`config.mk`:
```
export PLATFORM = sky130hd
export DESIGN_NAME = wb_select_stage
export DESIGN_NICKNAME = d
export VERILOG_FILES = /design/src/rtl/wb_select_stage.sv
export SDC_FILE = /design/constraint.sdc
export NUM_CORES = 1
export LEC_CHECK = 0
export ABC_AREA = 1
export BUFFER_PORTS_ARGS = -buffer_cell sky130_fd_sc_hd__buf_2
export CAP_MARGIN = 5
export CELL_PAD_IN_SITES_DETAIL_PLACEMENT = 1
export CELL_PAD_IN_SITES_GLOBAL_PLACEMENT = 2
export CORE_ASPECT_RATIO = 0.8
export CORE_MARGIN = 4
export CORE_UTILIZATION = 22
export CTS_CLUSTER_SIZE = 12
export DETAILED_ROUTE_END_ITERATION = 12
export PLACE_DENSITY_LB_ADDON = 0.1
export SETUP_SLACK_MARGIN = 0.02
export SLEW_MARGIN = 10
export SYNTH_ARGS = -nofsm -noshare
export SYNTH_HDL_FRONTEND = slang
export SYNTH_SLANG_ARGS = --single-unit
```
`constraint.sdc`:
```
create_clock -name clk -period 3 [get_ports clk]
set_clock_uncertainty 0.05 [all_clocks]
set_input_delay 0.3 -clock clk [delete_from_list [all_inputs] [get_ports clk]]
set_output_delay 0.3 -clock clk [all_outputs]
set_load 0.005 [all_outputs]
```
`src/rtl/wb_select_stage.sv`:
```
// Writeback stage: selects one of NSRC result sources, registers it with rd/we, and
// holds the front end while a load waits for data memory. Optional macro: WB_LOAD_EXT_EN.
module wb_select_stage #(
  parameter int XLEN    = 32,
  parameter int NSRC    = 4,
  parameter int SEL_W   = 2,
  parameter int MEM_SRC = 3,
  parameter int RA_W    = 5
) (
  input  logic                 clk,
  input  logic                 rst_n,
  input  logic                 in_valid,
  output logic                 in_ready,
  input  logic [SEL_W-1:0]     in_sel,
  input  logic [NSRC*XLEN-1:0] in_src,
  input  logic [RA_W-1:0]      in_rd,
  input  logic                 in_we,
  input  logic [2:0]           in_funct3,
  input  logic                 mem_rvalid,
  input  logic [XLEN-1:0]      mem_rdata,
  input  logic                 flush,
  output logic                 wb_valid,
  output logic                 wb_we,
  output logic [RA_W-1:0]      wb_rd,
  output logic [XLEN-1:0]      wb_data
);

  typedef enum logic [0:0] {
    IDLE     = 1'b0,
    WAIT_MEM = 1'b1
  } state_t;

  state_t          state_r;
  logic [RA_W-1:0] pend_rd_r;
  logic            pend_we_r;
  logic [2:0]      pend_funct3_r;
  logic [XLEN-1:0] src_data_s;
  logic            is_load_s;
  logic            rd_nonzero_s;
  logic            pend_rd_nonzero_s;

  // Load data formatting; with extension disabled the word passes through untouched.
  function automatic logic [XLEN-1:0] format_load(input logic [2:0] f3,
                                                  input logic [XLEN-1:0] d);
    logic [XLEN-1:0] r;
`ifdef WB_LOAD_EXT_EN
    case (f3)
      3'b000:  r = {{(XLEN-8){d[7]}}, d[7:0]};
      3'b001:  r = {{(XLEN-16){d[15]}}, d[15:0]};
      3'b010:  r = d;
      3'b100:  r = {{(XLEN-8){1'b0}}, d[7:0]};
      3'b101:  r = {{(XLEN-16){1'b0}}, d[15:0]};
      default: r = d;
    endcase
`else
    r = d;
`endif
    return r;
  endfunction

`ifndef WB_LOAD_EXT_EN
  logic unused_funct3_s;
  assign unused_funct3_s = ^{in_funct3, pend_funct3_r};
`endif

  // Source mux; out-of-range selects fall back to source 0.
  always_comb begin
    src_data_s = in_src[XLEN-1:0];
    for (int k = 1; k < NSRC; k++) begin
      src_data_s = (int'(in_sel) == k) ? in_src[k*XLEN +: XLEN] : src_data_s;
    end
  end

  // Decode helpers derived from the current inputs and the pending load.
  always_comb begin
    is_load_s         = (int'(in_sel) == MEM_SRC);
    rd_nonzero_s      = (in_rd != {RA_W{1'b0}});
    pend_rd_nonzero_s = (pend_rd_r != {RA_W{1'b0}});
    in_ready          = (state_r == IDLE);
  end

  // Control FSM with registered writeback outputs.
  always_ff @(posedge clk or negedge rst_n) begin
    if (!rst_n) begin
      state_r       <= IDLE;
      pend_rd_r     <= {RA_W{1'b0}};
      pend_we_r     <= 1'b0;
      pend_funct3_r <= 3'b000;
      wb_valid      <= 1'b0;
      wb_we         <= 1'b0;
      wb_rd         <= {RA_W{1'b0}};
      wb_data       <= {XLEN{1'b0}};
    end else begin
      case (state_r)
        IDLE: begin
          if (in_valid && !flush) begin
            if (!is_load_s) begin
              wb_valid <= 1'b1;
              wb_we    <= in_we && rd_nonzero_s;
              wb_rd    <= in_rd;
              wb_data  <= src_data_s;
            end else if (mem_rvalid) begin
              wb_valid <= 1'b1;
              wb_we    <= in_we && rd_nonzero_s;
              wb_rd    <= in_rd;
              wb_data  <= format_load(in_funct3, mem_rdata);
            end else begin
              wb_valid      <= 1'b0;
              wb_we         <= 1'b0;
              pend_rd_r     <= in_rd;
              pend_we_r     <= in_we;
              pend_funct3_r <= in_funct3;
              state_r       <= WAIT_MEM;
            end
          end else begin
            wb_valid <= 1'b0;
            wb_we    <= 1'b0;
          end
        end
        WAIT_MEM: begin
          // Flush wins over data arriving in the same cycle.
          if (flush) begin
            wb_valid <= 1'b0;
            wb_we    <= 1'b0;
            state_r  <= IDLE;
          end else if (mem_rvalid) begin
            wb_valid <= 1'b1;
            wb_we    <= pend_we_r && pend_rd_nonzero_s;
            wb_rd    <= pend_rd_r;
            wb_data  <= format_load(pend_funct3_r, mem_rdata);
            state_r  <= IDLE;
          end else begin
            wb_valid <= 1'b0;
            wb_we    <= 1'b0;
          end
        end
        default: begin
          wb_valid <= 1'b0;
          wb_we    <= 1'b0;
          state_r  <= IDLE;
        end
      endcase
    end
  end

endmodule

```
==> results of run 1 <==
[cell families (layout without fill, tap and decap cells)]
logic type,Yosys count,count (layout)
and+or+nand+nor,367,367
DFF,46,46
AOI/OAI and AO/OA,78,78
buffers and inverters,177,338
[worst max-delay path: cells and delay by family]
family / cells / cell delay, ns
buf+inv: 2 / 0.85
simple gates: 6 / 0.91
[stage by stage]
step,cells,hold slack (ns),util [%],cell area [µm²]
floorplan,668,-0.0456,-,3740
finish,1049,0.0965,30.0,4970
global route,1049,0.173,30.0,4970
CTS,1049,0.142,30.0,4970
global placement,1041,0.419,29.0,4820
detailed placement,1041,0.422,29.0,4820
[metal layers]
metal	vias up	share of wire (%)	GRT usage (%)
met5	-	0.081	0
met4	2	0.50	1.87
met3	8	4.7	3.61
met2	92	50	27.4
met1	2141	45	18.7
li1	2310	-	-
[flip-flops by register name, summed over array words and instances (netlist names)]
register and cells:
wb_valid 1, pend_we_r 1, wb_rd 5, pend_rd_r 5
state_r 1, wb_we 1, wb_data 32
[cell usage in the layout (no fill, tap or decap), drive strengths merged, types with 5 or more instances in the layout]
master  Yosys  layout
o21ai      14      14
nand3      72      72
clkbuf     12       5
a21oi      64      64
nor2        5       5
buf        25     190
inv       140     141
dfrtp      46      46
nand2     289     289
[worst min-delay path by stage]
stage                          endpoint  slack, ns  cells after the start
3_5_place_dp      pend_we_r$_DFFE_PN0P_       0.42                      2
4_1_cts        pend_rd_r[3]$_DFFE_PN0P_       0.14                      1
2_1_floorplan  pend_rd_r[0]$_DFFE_PN0P_      -0.05                      0
5_1_grt        pend_rd_r[3]$_DFFE_PN0P_       0.17                      1
6_report       pend_rd_r[3]$_DFFE_PN0P_        0.1                      1
3_3_place_gp      pend_we_r$_DFFE_PN0P_       0.42                      2
[report_power, final]
group	total [mW]	internal [mW]	switching (mW)
Combinational	0.664	0.278	0.386
Clock	0.583	0.314	0.269
Sequential	0.802	0.725	0.0778
Total	2.05	1.32	0.733
[area by class of cell]
type	instances	area [µm²]	share of cell area, %
Clock inverter	3	25.0	0.503
Multi-Input combinational cell	445	1900	38.1
Timing Repair Buffer	190	976	19.6
Tap cell	220	275	5.53
Inverter	140	526	10.6
Clock buffer	5	125	2.52
Sequential cell	46	1150	23.1
==> results.txt, run 1 <==
- Largest cells by area after synthesis: sky130_fd_sc_hd__dfrtp_1, sky130_fd_sc_hd__nand2_1, sky130_fd_sc_hd__inv_1
- TritonCTS built the clock tree.
- Summed over all failing endpoints, the final setup total negative slack is 0 ns.
- The run finished with clean final reports.
- Post-CTS repair changed the size of 0 cells.
* Largest area contributor in the netlist: sky130_fd_sc_hd__dfrtp_1
- Reg-to-reg startpoint: state_r$_DFF_PN0_
* Clock insertion delay at the later pin of the skew report: 0.29 ns
- 216 I/O pins were placed.
- By instance count, the cell type seen most on the critical path is sky130_fd_sc_hd__nand2_1.
* Ant. Diodes: 0
- The number of hold-slack violations in the final timing report was 0.
* Delay of the slowest critical-path stage: 0.54 ns
* Startpoint class of the critical path: primary input
* Largest net degree at the start of global routing: between 60 and 70
- The final critical path takes up around 63% of the cycle.
* Initial cell density of the core: 22.5%
- Of the total synthesized cell area, the portion taken by AND, OR, NAND and NOR gates is approximately two fifths.
* Synthesized net count: 844
- Post-CTS Hold Fix Bufs: 0
- The number of max-slew violations in the final report is 0.
* Post-synthesis instance total: 668
* Share of synthesized flip-flops with an asynchronous set or reset: 100%
* Sink Count: 46
- Crit Path Category: in -> reg
* Slowest cell on the critical path: sky130_fd_sc_hd__nand2_1
- In the post-synthesis netlist, the cell with the most instances is sky130_fd_sc_hd__nand2_1.
- Along the worst path, the maximum fanout reaches 23.
- Number of enable-type register cells in the synthesized netlist: 0
* Register bit total from synthesis: 46
- Maximum clock frequency: 526 MHz
- Unrepaired setup endpoints after global routing: false
- Following the worst setup path forward leads to its endpoint at wb_data[7]$_DFFE_PN0P_.
- Setup violations remaining at the end of the flow were counted as 0.
- The die covers 0.0192 mm².
* Number of antenna violations at the first check in global routing: 1
* Buffer cell driving the clock tree root: sky130_fd_sc_hd__clkbuf_16
* Worst flop-to-flop path endpoint: wb_data[14]$_DFFE_PN0P_
- The path class of the tightest hold or removal check is in -> async.
- Routed length per instance: 14.2 µm
- The first global-routing pass estimated around 24,000 µm of wire.
- After synthesis, flip-flops and latches occupy 30.8% of the total area.
- Dividing the detail-routed via count by the number of cells gives 4.34.
- Once routing completed, OpenROAD measured the worst setup slack at 1.10 ns.
- The critical path goes through buf_2 > nand2_1 > buf_4 > nand2_1 > nand3_1 > nand2_1 > nand2_1 > nand2_1.
- Clock-pin slew was measured on the worst setup and hold paths at 0.07 ns.
- Adder-cell share of the synthesized area: 0%
* # rows: between 40 and 50
- For this run, design rule violations remaining after detail routing come to 0.
- Overall routed net length: 14,900 µm
- Number of global-route vias before repair: 4,868
- Maximum buffer depth of the clock tree: 2
- Pre-CTS setup slack: approximately 0.8 ns
- Summing the areas of all compound-gate instances in the mapped netlist gives 10.7% of the synthesized area.
- Max-cap violations: 0
- IR Drop Worst-Case VDD: 0.000245 V
- Netlist area before placement: 0.00374 mm²
- Worst-case reg-to-reg path depth: 5
* Gr usage total: 15.1%
- After synthesis, the largest family of logic cells by area is simple AND/OR/NAND/NOR gates.
* Headroom to the max-slew limit: 37.0%
* Number of buffers added on ports: 180
- Data on the critical path is required at its endpoint by 3.18 ns.
- P&R area growth vs syn: 33.0%
- Final layout net count: roughly 1,000
- For this run, the leading register cell type out of synthesis is sky130_fd_sc_hd__dfrtp_1.
- For the pin with the worst max-slew slack, the measured transition is 0.945 ns.
- The die is roughly 150 µm wide.
- Die extent in y: 125 µm
- In this run the power density over the cells is roughly 410 mW/mm².
* Post-route minimum period: 1.90 ns
* Area fraction of the dominant cell type after synthesis: a little under a third
* Total gr overflow: 0
- Iteration-0 DRC Markers: ~140
- Vias after detailed routing: 4,553
- In this run the number of H-tree levels came out at 2.
- First element of the critical path: in_sel[0]
- After synthesis, the share of cell area in mux cells is 0%.
* Number of setup buffers added after CTS: 0
- Half-perimeter wire length of the detailed placement result: roughly 11,000 µm
* Number of detailed-routing iterations run before antenna repair: 4
* Clock buffer count from CTS: 5
* Endpoint kind of the worst setup timing path: flip-flop
- Synthesis warning total: 0
* Core area: 0.0166 mm²
- Synthesis instantiated 17 different standard cells from the library.
- By count the netlist is led by sky130_fd_sc_hd__nand2_1, sky130_fd_sc_hd__inv_1, sky130_fd_sc_hd__nand3_1.
- Fraction of final layout cells with drive strength greater than 1: 25.0%
- Leakage dissipation: 3.23 nW
- Setup slack of the most critical reg-to-reg path: 1.14 ns
- Counting the fill cells in the layout gives 2,259.
* Parity-gate share of the synthesized area counting xor and xnor cells: 0%
* Detail Route Antenna Nets: 0
- A synthesized cell averages between 5 and 6 µm².
- Routability congestion estimate: 0.766
- Data on the critical path arrives at its endpoint at 2.08 ns.
- Total power of the final layout: 2.05 mW
No activity file was read; power rests on OpenSTA's default activity.
==> inputs of run 2 (changes only) <==
--- a/config.mk
+++ b/config.mk
@@ -5,14 +5,14 @@
 export SDC_FILE = /design/constraint.sdc
 export NUM_CORES = 1
 export LEC_CHECK = 0
-export ABC_AREA = 1
+export ABC_AREA = 0
 export BUFFER_PORTS_ARGS = -buffer_cell sky130_fd_sc_hd__buf_2
 export CAP_MARGIN = 5
 export CELL_PAD_IN_SITES_DETAIL_PLACEMENT = 1
 export CELL_PAD_IN_SITES_GLOBAL_PLACEMENT = 2
 export CORE_ASPECT_RATIO = 0.8
 export CORE_MARGIN = 4
-export CORE_UTILIZATION = 22
+export CORE_UTILIZATION = 20
 export CTS_CLUSTER_SIZE = 12
 export DETAILED_ROUTE_END_ITERATION = 12
 export PLACE_DENSITY_LB_ADDON = 0.1
==> constraint.sdc (replaced) <==
create_clock -name clk -period 1.7 [get_ports clk]
set_clock_uncertainty 0.05 [all_clocks]
set_input_delay 0.17 -clock clk [delete_from_list [all_inputs] [get_ports clk]]
set_output_delay 0.17 -clock clk [all_outputs]
set_load 0.005 [all_outputs]
==> results.txt, run 2 <==
* Result of the run: finished clean
- Mean post-synth cell area: 10.1 µm² (+80%)
* Max reg flops: 32 (unchanged)
- Worst-case reg-to-reg path depth: 4 (-1)
- Among all flip-flop cells after synthesis, the most frequent one is sky130_fd_sc_hd__dfrtp_1.
* Clock buffer count from CTS: 5 (unchanged)
- Ranked by flip-flop count, first place goes to wb_data.
- The number of hold-slack violations in the final timing report is 0 (unchanged).
- Proportion of synthesized chip area in sequential cells: 37.1% (+6.3 points)
* Startpoint class of the critical path: flip-flop
- The antenna violation net count after detailed routing came to 0 (unchanged).
- The ratio of routed vias to standard cells came to 4.70 (+8.2%).
- The number of enable-type register cells in the synthesized netlist was 0 (unchanged).
* Required time at the worst-slack endpoint: 1.83 ns (-1.35 ns)
- Hold EP: pend_rd_r[4]$_DFFE_PN0P_
* Hold path startpoint: in_rd[4]
- Synthesis warning total: 0 (unchanged)
- H-tree depth reported by CTS: 2 (unchanged)
- The top fanout value on the critical path is 6 (-74%).
- Number of buffers added on ports: 180 (unchanged)
- Buffer cell driving the clock tree root: sky130_fd_sc_hd__clkbuf_16
- Register bit total from synthesis: 46 (unchanged)
- Post-synthesis instance total: 308 (-54%)
- IR Drop Worst-Case VDD: 0.000308 V (+26%)
- The largest net degree at the start of global routing was 47 (-28%).
- Share of total power in the clock network: 32.9% (+4.4 points)
- Endpoint kind of the worst setup timing path: flip-flop
- Top cells by instance count after synthesis: sky130_fd_sc_hd__o22ai_1, sky130_fd_sc_hd__mux2_2, sky130_fd_sc_hd__dfrtp_1
- Area fraction of the dominant cell type after synthesis: 37.1% (+6.3 points)
* Final Slew Violations: 0 (unchanged)
- Most common cell in the synthesized netlist: sky130_fd_sc_hd__o22ai_1
* Clock insertion delay at the later pin of the skew report: 0.29 ns (about the same)
* Number of global-route vias before repair: 3,541 (-27%)
* Number of antenna violations at the first check in global routing: 3 (+2)
- The last weighted congestion value of the routability-driven placer came to 0.698 (-8.9%).
- Number of detailed-routing iterations run before antenna repair: 4 (unchanged)
- The largest registers in the layout are wb_data (32), pend_rd_r (5), wb_rd (5).
- The setup TNS is 0 ns (unchanged).
* Clock-pin slew of the registers on the worst-case setup and hold paths: 0.07 ns (about the same)
- The count of antenna diodes in the layout is 0 (unchanged).
- The sequential power share came to 37.3% (-1.8 points).
- The worst setup path is of the reg -> reg kind.
- Die Footprint: 0.0176 mm² (-8.1%)
- The critical path starts at state_r$_DFF_PN0_.
- The net count of the mapped netlist was 484 (-43%).
* Number of distinct library cell variants in the gate-level netlist after synthesis: 26 (+9)
- The number of setup violations in the final report was 0 (unchanged).
- The switching share of power is 28.8% (-7.0 points).
- Sink Count: 46 (unchanged)
- Die extent in y: 119 µm (-4.1%)
- The worst register-to-register path ends at pend_rd_r[1]$_DFFE_PN0P_.
- Gr usage total: 14.4% (-0.69 points)
- Netlist area before placement: 0.00311 mm² (-17%)
- Routed length per instance: 18.3 µm (+29%)
- Yosys attributes the largest share of cell area to sky130_fd_sc_hd__dfrtp_1, sky130_fd_sc_hd__mux2_2, sky130_fd_sc_hd__o22ai_1.
- The number of cell rows was 40 (-4.8%).
* Share of synthesized flip-flops with an asynchronous set or reset: 100% (unchanged)
- Headroom to the max-slew limit: 77.8% (+41 points)
- The switching power is 1.14 mW (+55%).
- Number of ports placed on the die boundary: 216 (unchanged)
- The worst hold path passes through 2 cells.
- The final critical path takes up 93.8% of the cycle.
- In the layout the commonest cells are sky130_fd_sc_hd__buf_2, sky130_fd_sc_hd__o22ai_1, sky130_fd_sc_hd__mux2_2, sky130_fd_sc_hd__dfrtp_1.
* Half-perimeter wire length of the detailed placement result: 9520 µm (-14%)
- Power density over cell area: 867 mW/mm² (+110%)
- Combinational fraction of design power: 29.8% (-2.6 points)
* Initial cell density of the core: 20.6% (-2.0 points)
* Unrepaired setup endpoints after global routing: false
- The maximum buffer depth of the clock tree is 2 (unchanged).
* Worst hold path class: in -> reg
- P&R area growth vs syn: 46.6%
- The leakage power total was 1.93 nW (-40%).
* X dimension of the die: 147 µm (-4.2%)
* Total gr overflow: 0 (unchanged)
- The remaining routing DRC violations came to 0 (unchanged).
- For this run, the top clock speed supported by timing is between 600 and 700 MHz.
* Setup slack of the most critical reg-to-reg path: 0.11 ns (-1.03 ns)
- Core area: 0.0151 mm² (-9.0%)
* Max-cap violations: 0 (unchanged)
- TritonCTS built the clock tree.
- Leaving out fill and tap cells, the most frequent cell in the layout is sky130_fd_sc_hd__buf_2.
- Transition time at the pin with the least slew margin: 0.328 ns (-0.617 ns)
- The number of fillers in the final layout came to 1,796 (-20%).
* Largest area contributor in the netlist: sky130_fd_sc_hd__dfrtp_1
- The first-pass GRT wire length came to 20,000 µm (-16%).
* Int Pwr: 2.81 mW (+110%)
- Fraction of final layout cells with drive strength greater than 1: 61.2% (+36 points)
- In this run the critical register-to-register path is launched from state_r$_DFF_PN0_.
- Final layout net count: 660 (-34%)
- The critical path data arrival time is 1.72 ns (-0.36 ns).
- The total wire length was 12,700 µm (-15%).
- Iteration-0 DRC Markers: 101 (-29%)
- Counting I/O delays and the setup requirement, the final critical path takes 1.59 ns.
* Final hold slack: 0.0855 ns (-0.0110 ns)
- Vias after detailed routing: 3,265 (-28%)
==> run 2: cell count changes in the layout (fill, tap and decap cells not counted), moves of 31 or more <==
cell / change
sky130_fd_sc_hd__a211oi_1: +31
sky130_fd_sc_hd__a21oi_1: -64
sky130_fd_sc_hd__inv_1: -136
sky130_fd_sc_hd__mux2_2: +48
sky130_fd_sc_hd__nand2_1: -284
sky130_fd_sc_hd__nand3_1: -72
sky130_fd_sc_hd__nor4b_1: +32
sky130_fd_sc_hd__o22ai_1: +63
sky130_fd_sc_hd__or2_2: +32
==> run 2: logic make-up after synthesis <==
logic type	share of synthesized area, %
flops	37.1
mux	17.7
simple gates	18.3
buf+inv	5.28
compound gates	21.7
==> run 2: routing by layer <==
| metal | track usage, % | wire [µm] |
|---|---|---|
| met1 | 18.3 | 5560 |
| met3 | 4.98 | 973 |
| met4 | 2.44 | 51 |
| met5 | 0 | 34 |
| met2 | 24.1 | 6100 |
==> run 2: worst max-delay path by stage <==
stage	slack [ns]	endpoint	cells after the start
6_report	0.11	pend_rd_r[1]$_DFFE_PN0P_	4
5_1_grt	0.03	pend_rd_r[0]$_DFFE_PN0P_	4
4_1_cts	0.05	pend_we_r$_DFFE_PN0P_	3
3_5_place_dp	0.06	pend_rd_r[1]$_DFFE_PN0P_	3
3_3_place_gp	0.09	pend_we_r$_DFFE_PN0P_	3
2_1_floorplan	0.15	pend_rd_r[0]$_DFFE_PN0P_	3
==> run 2: layout make-up <==
cell class / instances / area (µm²) / share of cell area (%)
Sequential cell: 46 / 1150 / 25.3
Timing Repair Buffer: 204 / 1120 / 24.5
Inverter: 3 / 11.3 / 0.247
Clock inverter: 3 / 68.8 / 1.51
Tap cell: 210 / 263 / 5.77
Clock buffer: 5 / 125 / 2.75
Multi-Input combinational cell: 224 / 1820 / 39.9
==> run 2: stage by stage <==
| stage | cells | setup WS, ns | instance area [µm²] | total power [mW] | utilization, % |
|---|---|---|---|---|---|
| 2_1_floorplan | 308 | 0.155 | 3110 | 2.09 | - |
| 3_3_place_gp | 685 | 0.0892 | 4330 | 2.67 | 28.7 |
| 3_5_place_dp | 685 | 0.0613 | 4330 | 2.70 | 28.7 |
| 4_1_cts | 694 | 0.0482 | 4540 | 4.04 | 30.0 |
| 5_1_grt | 695 | 0.0254 | 4550 | 4.24 | 30.1 |
| 6_report | 695 | 0.105 | 4550 | 3.95 | 30.1 |
==> run 2: power by group through the flow <==
stage / logic (mW) / clock network, mW / registers (mW)
3_3_place_gp: 1.19 / 0 / 1.48
6_report: 1.18 / 1.30 / 1.47
5_1_grt: 1.32 / 1.40 / 1.52
4_1_cts: 1.21 / 1.35 / 1.48
3_5_place_dp: 1.20 / 0 / 1.50
2_1_floorplan: 0.593 / 0 / 1.49
==> run 2: what timing repair did <==
item / in CTS / in global routing
hold endpoints to repair: 46 / 0
hold buffers: 1 / 0
gates resized for setup: 0 / 2
setup buffers: 0 / 1
setup endpoints to repair: 0 / 10
==> run 2: critical path: stages, from the launching register on <==
cell	delay [ns]
sky130_fd_sc_hd__dfrtp_1	0.46
sky130_fd_sc_hd__nor3b_4	0.25
sky130_fd_sc_hd__nor3b_4	0.21
sky130_fd_sc_hd__buf_4	0.18
sky130_fd_sc_hd__mux2_2	0.33
==> inputs of run 3 (changes only) <==
--- a/config.mk
+++ b/config.mk
@@ -5,14 +5,14 @@
 export SDC_FILE = /design/constraint.sdc
 export NUM_CORES = 1
 export LEC_CHECK = 0
-export ABC_AREA = 0
+export ABC_AREA = 1
 export BUFFER_PORTS_ARGS = -buffer_cell sky130_fd_sc_hd__buf_2
 export CAP_MARGIN = 5
 export CELL_PAD_IN_SITES_DETAIL_PLACEMENT = 1
 export CELL_PAD_IN_SITES_GLOBAL_PLACEMENT = 2
 export CORE_ASPECT_RATIO = 0.8
 export CORE_MARGIN = 4
-export CORE_UTILIZATION = 20
+export CORE_UTILIZATION = 18
 export CTS_CLUSTER_SIZE = 12
 export DETAILED_ROUTE_END_ITERATION = 12
 export PLACE_DENSITY_LB_ADDON = 0.1
==> results.txt, run 3 (synthesized netlist as in run 1, its figures left out) <==
- The run finished with clean final reports.
* Ant. Diodes: 0 (unchanged)
* Cell Chain, Critical Path: nor2_1 > nand2_1 > nand2_1 > o21ai_1
- P&R area growth vs syn: 37.8%
- The global-route congestion overflow total was 0 (unchanged).
* Routability congestion estimate: 0.768 (+10%)
* Number of antenna violations at the first check in global routing: 3 (unchanged)
* Die Footprint: 0.0232 mm² (+32%)
- Final standard cell utilization of the core: 25.6% (-4.5 points)
- The number of cells upsized or downsized after cts is 0 (unchanged).
* Number of setup buffers added after CTS: 0 (unchanged)
* Crit Path Category: reg -> reg
- The maximum buffer depth of the clock tree came to 2 (unchanged).
- The total wire length is 16,200 µm (+27%).
* Pre-CTS setup slack: 0.0820 ns (+0.0207 ns)
- Number of buffers added on ports: 180 (unchanged)
- The number of max-capacitance violations reported came to 0 (unchanged).
* Required time at the worst-slack endpoint: 1.82 ns (about the same)
* Slack of the critical path: 0.302 ns (+0.196 ns)
- The detailed-routing iteration count for the pre-antenna-repair pass is 4 (unchanged).
- The number of max-slew violations in the final report was 0 (unchanged).
* # rows: 46 (+15%)
- The number of buffers created by CTS came to 5 (unchanged).
* Non-filler instance count after layout: 1,101 (+58%)
- Die extent in y: 137 µm (+15%)
- Headroom to the max-slew limit: 39.8% (-38 points)
* Worst hold path class: in -> reg
- H-tree depth reported by CTS: 2 (unchanged)
- The library cell used most frequently in the layout, excluding fill and tap cells, is sky130_fd_sc_hd__nand2_1.
- The number of cells in the design after placement was 1,092 (+59%).
- The chip width came to 169 µm (+15%).
- Largest net degree at the start of global routing: 37 (-21%)
- Final total negative setup slack: 0 ns (unchanged)
* Arrival time at the worst endpoint: 1.52 ns (-0.20 ns)
- Slowest cell on the critical path: sky130_fd_sc_hd__dfrtp_1
- Final hold viol count: 0 (unchanged)
- The ratio of routed vias to standard cells was 4.17 (-11%).
- The final routed wire length divided by cell count is 14.7 µm (-20%).
- The final clock period utilization by the worst path is 82.2% (-12 points).
* Leading cell types in the layout, fill and taps excluded: sky130_fd_sc_hd__nand2_1, sky130_fd_sc_hd__buf_2, sky130_fd_sc_hd__inv_1, sky130_fd_sc_hd__nand3_1, sky130_fd_sc_hd__a21oi_1
* Buffer cell driving the clock tree root: sky130_fd_sc_hd__clkbuf_16
* Endpoint kind of the worst setup timing path: flip-flop
* Leakage dissipation: 3.29 nW (+71%)
* Global-route wire length before repair: 25,600 µm (+28%)
* DR DRC count: 0 (unchanged)
- Most flop-heavy register: wb_data
* Maximum net fanout on the critical path: 12 (+6)
- Max reg flops: 32 (unchanged)
- Sink Count: 46 (unchanged)
- The count of routing violations after the opening detailed-route iteration came to 182 (+80%).
- The number of global-route vias before repair came to 5,023 (+42%).
- The global-route usage over all layers came to 13.8% (-0.64 points).
* Unrepaired setup endpoints after global routing: false
- Initial cell density of the core: 18.6% (-2.0 points)
* Post-CTS Hold Fix Bufs: 1 (unchanged)
- The ratio of cells with drive above 1 in the final layout was 25.6% (-36 points).
- The biggest cell delay along the critical path came to 0.47 ns (about the same).
- The clock latency of the later-clocked register in the worst-skew pair is 0.29 ns (about the same).
- The worst setup path is launched from a flip-flop.
- The highest clock rate was 715 MHz (+14%).
* Transition time at the pin with the least slew margin: 0.901 ns (+0.573 ns)
* Power density over cell area: 717 mW/mm² (-17%)
- The post-layout net count is 1,012 (+53%).
- The half-perimeter wire length of the detailed placement result came to 12,600 µm (+32%).
- Final number of setup-violating endpoints: 0 (unchanged)
- The minimum clock period was 1.40 ns (-0.196 ns).
- Cell seen most often among critical-path stages: sky130_fd_sc_hd__nand2_1
- In the final layout, the registers with the most flip-flops are wb_data (32), pend_rd_r (5), wb_rd (5).
- Core area: 0.0201 mm² (+33%)
* Vias after detailed routing: 4,589 (+41%)
- Detail Route Antenna Nets: 0 (unchanged)
- The total power after layout was 3.70 mW (-6.4%).
- Clock-pin slew of the registers on the worst-case setup and hold paths: 0.08 ns (about the same)
- Clock tree from TritonCTS: built
- The largest vdd supply drop is 0.000310 V (+0.49%).
- Number of ports placed on the die boundary: 216 (unchanged)
[run 3: cell count changes in the layout (fill, tap and decap cells not counted), sizes merged, moves of 6 or more]
cell and change:
nand2 +288, inv +139, nand3 +72, a21oi +63
o22ai -63, mux2 -48, nor4b -32, or2 -32
a211oi -31, o21ai +13, buf -6
[run 3: stage by stage]
| stage | hold slack (ns) | instance area (µm²) |
|---|---|---|
| floorplan | -0.176 | 3740 |
| global placement | 0.139 | 4990 |
| detailed placement | 0.132 | 4990 |
| CTS | 0.101 | 5150 |
| global route | 0.114 | 5150 |
| finish | 0.0980 | 5150 |
[run 3: worst paths after layout]
check	from	to	slack [ns]	cells after the start
max	state_r$_DFF_PN0_	pend_rd_r[3]$_DFFE_PN0P_	0.30	4
min	in_we	pend_we_r$_DFFE_PN0P_	0.1	3
max reg2reg	state_r$_DFF_PN0_	pend_rd_r[3]$_DFFE_PN0P_	0.30	4
min reg2reg	pend_we_r$_DFFE_PN0P_	pend_we_r$_DFFE_PN0P_	0.45	2
max in group asynchronous	rst_n	wb_data[27]$_DFFE_PN0P_	0.66	3
min in group asynchronous	rst_n	wb_data[14]$_DFFE_PN0P_	0.35	2
[run 3: worst max-delay path, delay by kind of cell, from the launching register on]
| kind | cells | cell delay (ns) |
|---|---|---|
| compound gates | 1 | 0.07 |
| flops | 1 | 0.47 |
| simple gates | 3 | 0.69 |
[run 3: layout make-up]
type,instances,area (µm²)
Clock buffer,5,125
Clock inverter,3,23.8
Fill cell,2661,15000
Inverter,140,526
Multi-Input combinational cell,445,1900
Sequential cell,46,1150
Tap cell,264,330
Timing Repair Buffer,198,1100
[run 3: power breakdown]
group	total (mW)	internal (mW)	switching [mW]	leakage, nW
combinational	1.22	0.521	0.697	2.65
sequential	1.42	1.28	0.141	0.571
clock	1.06	0.553	0.506	0.0664
[run 3: layer usage]
layer	wire length, µm	GRT usage [%]
met5	42	0
met4	138	1.97
met3	946	3.64
met2	7550	23.7
met1	7480	17.8
